--- src/rtl/mips_pkg.sv ---
// Shared widths, register-zero constant, write-back entry type and ALU buffer
// state encoding for the write-back scheduler.
package mips_pkg;

  localparam int AW_DEF     = 5;
  localparam int DATA_W_DEF = 32;
  localparam int REG_ZERO   = 0;

  typedef struct packed {
    logic [AW_DEF-1:0]     rd;
    logic [DATA_W_DEF-1:0] data;
  } wb_entry;

  localparam logic [1:0] FIFO_EMPTY = 2'd0;
  localparam logic [1:0] FIFO_ONE   = 2'd1;
  localparam logic [1:0] FIFO_FULL  = 2'd2;

endpackage

--- src/rtl/regfile_wb_scheduler_wb_fifo.sv ---
// Two-entry in-order buffer for ALU write-backs that lost arbitration.
// Slot 0 is always the head; a dequeue shifts slot 1 forward.
module wb_fifo
  import mips_pkg::*;
#(
  parameter int AW     = AW_DEF,
  parameter int DATA_W = DATA_W_DEF
) (
  input  logic              clk,
  input  logic              arst_n,
  input  logic              enq,
  input  logic [AW-1:0]     enq_rd,
  input  logic [DATA_W-1:0] enq_data,
  input  logic              deq,
  output logic [1:0]        state,
  output logic [AW-1:0]     head_rd,
  output logic [DATA_W-1:0] head_data
);

  logic [1:0]        state_r;
  logic [1:0]        state_nxt_s;
  logic [AW-1:0]     rd0_r;
  logic [AW-1:0]     rd1_r;
  logic [DATA_W-1:0] data0_r;
  logic [DATA_W-1:0] data1_r;

  // Occupancy transitions; enqueue while FULL is excluded by the ready handshake.
  always_comb begin
    state_nxt_s = state_r;
    case (state_r)
      FIFO_EMPTY: begin
        if (enq) state_nxt_s = FIFO_ONE;
        else     state_nxt_s = FIFO_EMPTY;
      end
      FIFO_ONE: begin
        if (enq && !deq)      state_nxt_s = FIFO_FULL;
        else if (!enq && deq) state_nxt_s = FIFO_EMPTY;
        else                  state_nxt_s = FIFO_ONE;
      end
      FIFO_FULL: begin
        if (deq) state_nxt_s = FIFO_ONE;
        else     state_nxt_s = FIFO_FULL;
      end
      default: state_nxt_s = FIFO_EMPTY;
    endcase
  end

  // Occupancy register.
  always_ff @(posedge clk or negedge arst_n) begin
    if (!arst_n) state_r <= FIFO_EMPTY;
    else         state_r <= state_nxt_s;
  end

  // Entry storage: shift on dequeue, fill the first free slot on enqueue.
  always_ff @(posedge clk or negedge arst_n) begin
    if (!arst_n) begin
      rd0_r   <= '0;
      rd1_r   <= '0;
      data0_r <= '0;
      data1_r <= '0;
    end else if (deq) begin
      if (state_r == FIFO_FULL) begin
        rd0_r   <= rd1_r;
        data0_r <= data1_r;
      end else if (enq) begin
        rd0_r   <= enq_rd;
        data0_r <= enq_data;
      end
    end else if (enq) begin
      if (state_r == FIFO_EMPTY) begin
        rd0_r   <= enq_rd;
        data0_r <= enq_data;
      end else begin
        rd1_r   <= enq_rd;
        data1_r <= enq_data;
      end
    end
  end

  assign state     = state_r;
  assign head_rd   = rd0_r;
  assign head_data = data0_r;

endmodule

--- src/rtl/regfile_wb_scheduler.sv ---
// Write-back scheduler: merges load and ALU results onto one registered
// register-file write port and keeps the issue scoreboard.
module regfile_wb_scheduler
  import mips_pkg::*;
#(
  parameter int DATA_W = DATA_W_DEF,
  parameter int AW     = AW_DEF
) (
  input  logic              clk,
  input  logic              arst_n,
  input  logic              issue_valid,
  input  logic [AW-1:0]     issue_rs,
  input  logic [AW-1:0]     issue_rt,
  input  logic [AW-1:0]     issue_dst,
  input  logic              issue_wr,
  output logic              issue_stall,
  input  logic              mem_wb_valid,
  input  logic [AW-1:0]     mem_wb_rd,
  input  logic [DATA_W-1:0] mem_wb_data,
  input  logic              alu_wb_valid,
  input  logic [AW-1:0]     alu_wb_rd,
  input  logic [DATA_W-1:0] alu_wb_data,
  output logic              alu_wb_ready,
  output logic              RegWr,
  output logic [AW-1:0]     Rd,
  output logic [DATA_W-1:0] busW,
  output logic [2**AW-1:0]  pending
);

  localparam int NREG = 2**AW;

  logic [NREG-1:0]   pending_r;
  logic [NREG-1:0]   pending_nxt_s;
  logic [NREG-1:0]   set_vec_s;
  logic [NREG-1:0]   clr_vec_s;
  logic              reg_wr_r;
  logic [AW-1:0]     rd_r;
  logic [DATA_W-1:0] bus_w_r;

  logic              mem_ok_s;
  logic              alu_ok_s;
  logic              win_s;
  logic [AW-1:0]     win_rd_s;
  logic [DATA_W-1:0] win_data_s;
  logic              fifo_enq_s;
  logic              fifo_deq_s;
  logic [1:0]        fifo_state_s;
  logic [AW-1:0]     head_rd_s;
  logic [DATA_W-1:0] head_data_s;

  wb_fifo #(.AW(AW), .DATA_W(DATA_W)) u_fifo (
    .clk       (clk),
    .arst_n    (arst_n),
    .enq       (fifo_enq_s),
    .enq_rd    (alu_wb_rd),
    .enq_data  (alu_wb_data),
    .deq       (fifo_deq_s),
    .state     (fifo_state_s),
    .head_rd   (head_rd_s),
    .head_data (head_data_s)
  );

  // Register-0 write-backs are accepted but never take a slot.
  assign mem_ok_s     = mem_wb_valid && (mem_wb_rd != AW'(REG_ZERO));
  assign alu_wb_ready = (fifo_state_s != FIFO_FULL);
  assign alu_ok_s     = alu_wb_valid && alu_wb_ready && (alu_wb_rd != AW'(REG_ZERO));

  assign issue_stall = issue_valid &&
                       (pending_r[issue_rs] || pending_r[issue_rt] ||
                        (issue_wr && pending_r[issue_dst]));

  // Fixed-priority arbitration: load, then buffered ALU head, then direct ALU.
  always_comb begin
    win_s      = 1'b0;
    win_rd_s   = mem_wb_rd;
    win_data_s = mem_wb_data;
    fifo_enq_s = 1'b0;
    fifo_deq_s = 1'b0;
    if (mem_ok_s) begin
      win_s      = 1'b1;
      fifo_enq_s = alu_ok_s;
    end else if (fifo_state_s != FIFO_EMPTY) begin
      win_s      = 1'b1;
      win_rd_s   = head_rd_s;
      win_data_s = head_data_s;
      fifo_deq_s = 1'b1;
      fifo_enq_s = alu_ok_s;
    end else if (alu_ok_s) begin
      win_s      = 1'b1;
      win_rd_s   = alu_wb_rd;
      win_data_s = alu_wb_data;
    end else begin
      win_s      = 1'b0;
    end
  end

  // Registered write port; address and data hold while idle.
  always_ff @(posedge clk or negedge arst_n) begin
    if (!arst_n) begin
      reg_wr_r <= 1'b0;
      rd_r     <= '0;
      bus_w_r  <= '0;
    end else begin
      reg_wr_r <= win_s;
      if (win_s) begin
        rd_r    <= win_rd_s;
        bus_w_r <= win_data_s;
      end
    end
  end

  // Scoreboard update: clear on the edge the register file captures the write.
  always_comb begin
    set_vec_s = '0;
    clr_vec_s = '0;
    if (issue_valid && !issue_stall && issue_wr && (issue_dst != AW'(REG_ZERO)))
      set_vec_s[issue_dst] = 1'b1;
    else
      set_vec_s = '0;
    if (reg_wr_r)
      clr_vec_s[rd_r] = 1'b1;
    else
      clr_vec_s = '0;
    pending_nxt_s    = (pending_r & ~clr_vec_s) | set_vec_s;
    pending_nxt_s[0] = 1'b0;
  end

  // Scoreboard register.
  always_ff @(posedge clk or negedge arst_n) begin
    if (!arst_n) pending_r <= '0;
    else         pending_r <= pending_nxt_s;
  end

  assign RegWr   = reg_wr_r;
  assign Rd      = rd_r;
  assign busW    = bus_w_r;
  assign pending = pending_r;

endmodule

--- config.mk ---
export PLATFORM = sky130hd
export DESIGN_NAME = regfile_wb_scheduler
export DESIGN_NICKNAME = d
export VERILOG_FILES = /design/src/rtl/mips_pkg.sv /design/src/rtl/regfile_wb_scheduler_wb_fifo.sv /design/src/rtl/regfile_wb_scheduler.sv
export SDC_FILE = /design/constraint.sdc
export NUM_CORES = 1
export LEC_CHECK = 0
export BUFFER_PORTS_ARGS = -buffer_cell sky130_fd_sc_hd__buf_4
export CAP_MARGIN = 20
export CORE_MARGIN = 10
export CORE_UTILIZATION = 53
export DETAILED_ROUTE_END_ITERATION = 10
export PLACE_DENSITY = 0.9
export SYNTH_ARGS = -nofsm -noshare
export SYNTH_HDL_FRONTEND = slang
export SYNTH_SLANG_ARGS = --single-unit
--- constraint.sdc ---
create_clock -name clk -period 2.9 [get_ports clk]
set_input_delay 0.29 -clock clk [delete_from_list [all_inputs] [get_ports clk]]
set_output_delay 0.29 -clock clk [all_outputs]
set_load 0.02 [all_outputs]
==> impl_metrics.tcl <==
set metrics [dict create \
    max_freq_mhz 361 \
    die_y_um 139 \
    start_kind "flip-flop" \
    status "completed" \
    ys_seq_area_share_pct 48.0 \
    ant_nets 0 \
    cts_tree "built" \
    max_cap_violations 0 \
    tns_ns 0 \
    cts-root-buf "clkbuf_16" \
    async_flop_share_pct 100 \
    drt_iter0_drc 649 \
    multi_input_area_um2 3660 \
    portBuffers 165 \
    drv_slew 0 \
    placedCellCount 1001 \
    ff_latch_area_um2 3630 \
    yosysMostFrequentCell "dfrtp_1" \
    via_per_inst 6.35 \
    routed_wl_um 21800 \
    instances_no_fill 1031 \
    yosysTopAreaCell "dfrtp_1" \
    p_leak_nw 4.19 \
    cts_buffers 17 \
    place_hpwl_um 15100 \
    diodes 0 \
    yosysWarnings 0 \
    overflow 0 \
    worst_slack_ns 0.132 \
    gp_congestion 0.946 \
    path_class "reg -> out" \
    rows 43 \
    synth.net_count 787 \
    synth_top_flop_cell "dfrtp_1" \
    num_vias 6551 \
    clk_latency_ns 0.42 \
    die-area_um2 19400 \
    yosys.area.top_type_share_pct 48.0 \
    htree_num_levels 4 \
    grt_pass1_vias 6754 \
    grt_max_degree 72 \
    rsz0062_at_grt "no" \
    worstMarginPinSlew_ns 0.657 \
    area_growth_pct 25.6 \
    syn-mean-instance-area_um2 10.9 \
    syn_area_um2 7560 \
    max_slew_margin_pct 56.2 \
    antenna_found_initial 0 \
    io_pins 167 \
    ys_types 52 \
    cts.sinks 145 \
    clk_pin_slew_ns 0.06 \
    power.total_mw 9.84 \
    worst-path-max-fanout 5 \
    finalSetupViolCount 0 \
    wire_per_inst_um 21.2 \
    synthTopCellsByCount "dfrtp_1, nor2_1, o21ai_0, mux2i_1, a21oi_1" \
    cts_buffer_depth 2 \
    synth_seq_cells 145 \
    hold_class "in -> reg" \
    worstPathRequired_ns 2.61 \
    powerDensity_nw_per_um2 1040 \
    synth_edf_count 0 \
    coreArea_um2 13900 \
    netlist_top_cells_area "dfrtp_1, mux2_2, mux2i_1" \
    synth_cells 691 \
    finClkSkew_ns 0.00919 \
    drive_above_1_share_pct 36.9 \
    drcViolationCount 0 \
    grtUsageTotal_pct 21.8 \
    setup.worst_path.end_class "output port" \
    min_period_over_period_pct 95.5 \
    nets 937 \
    grt_pass1_wl_um 35200 \
    vdd_drop_max_v 0.000566 \
    hold_violations 0 \
    die_w_um 139 \
    pre_cts_slack_ns 0.353 \
    arrival_ns 2.48 \
    n_fill_cell 1011 \
    initial_core_util_pct 54.3 \
    post-route-min-period_ns 2.77 \
    dr.pass1.iters 5 \
]
==> path summary, 6_finish.rpt <==
check                      slack, ns                from                  to  cells after the start
min                             0.12        mem_wb_rd[3]               Rd[3]                      3
max reg2reg                     0.47         pending[27]         pending[31]                      6
max in group asynchronous       1.63              arst_n         pending[22]                      3
min reg2reg                     0.50  u_fifo.data1_r[23]  u_fifo.data1_r[23]                      1
max                             0.13         pending[27]         issue_stall                      7
min in group asynchronous       0.44              arst_n  u_fifo.data1_r[21]                      2
==> state kept, by name, summed over array words and instances, names as in the netlist <==
| name | count |
|---|---|
| Rd | 5 |
| pending | 31 |
| u_fifo.head_data | 32 |
| u_fifo.state | 2 |
| busW | 32 |
| u_fifo.head_rd | 5 |
| u_fifo.data1_r | 32 |
| RegWr | 1 |
| u_fifo.rd1_r | 5 |
==> layer usage <==
layer / track usage [%] / up-vias / wire, µm
li1: - / 2923 / -
met1: 26.9 / 3242 / 8700
met2: 34.7 / 349 / 10600
met3: 7.38 / 37 / 2090
met4: 7.80 / 0 / 396
met5: 0 / - / 0
==> logic make-up (layout without fill, tap and decap cells) <==
logic type	Yosys count	in the layout	share of synthesized area [%]
flops	145	145	48.0
simple gates	180	180	11.7
buf+inv	58	218	4.10
compound gates	201	201	18.3
mux	105	105	17.8
fa+ha+maj	1	1	0.165
other cells	1	1	0.0496
==> power breakdown <==
group	internal, mW	leakage (nW)	switching (mW)
Combinational	1.84	2.24	2.22
Sequential	2.94	1.69	0.741
Clock	1.30	0.266	0.792
Total	6.08	4.19	3.76
==> layout by cell type, fill, tap and decap left out, types with 4 or more instances in the layout <==
cell type,instances
a21oi_1,44
buf_4,181
clkbuf_1,5
clkbuf_16,17
dfrtp_1,145
inv_1,4
mux2_2,41
mux2i_1,46
mux4_1,4
mux4_2,14
nand2_1,10
nand3_1,7
nand3b_1,12
nor2_1,79
nor2b_1,6
nor3_1,38
o21ai_0,66
o21ai_1,15
o221a_2,35
o41ai_1,19
or3_1,9
or3b_2,4
==> critical path: stages (launching register included) <==
cell and delay, ns:
dfrtp_1 0.43, mux4_2 0.48, nor2b_1 0.15, nor4_2 0.31, o2111ai_2 0.16, and2_1 0.20
o21a_1 0.17, buf_4 0.15
==> final cells by class <==
class                   instances  area share, %
multi-input cells             488           38.5
flip-flops and latches        145           38.2
repair buffers                185           14.9
clock buffers                  24           4.97
well taps                     180           2.37
clock inverters                 5          0.856
inverters                       4          0.158
==> stage by stage <==
step	utilization (%)	instance area [µm²]	hold slack [ns]
2_1_floorplan	-	7560	-0.00559
3_3_place_gp	64.1	8930	0.336
6_report	68.2	9500	0.120
4_1_cts	68.1	9490	0.108
5_1_grt	68.2	9500	0.112
3_5_place_dp	64.1	8930	0.338
==> timing repair <==
item	4_1_cts	5_1_grt
buffers inserted	0	0
resized for setup	0	1
hold buffers	1	0
hold endpoints to repair	68	0
endpoints found under the setup margin	0	1
No activity file was read; power rests on OpenSTA's default activity.
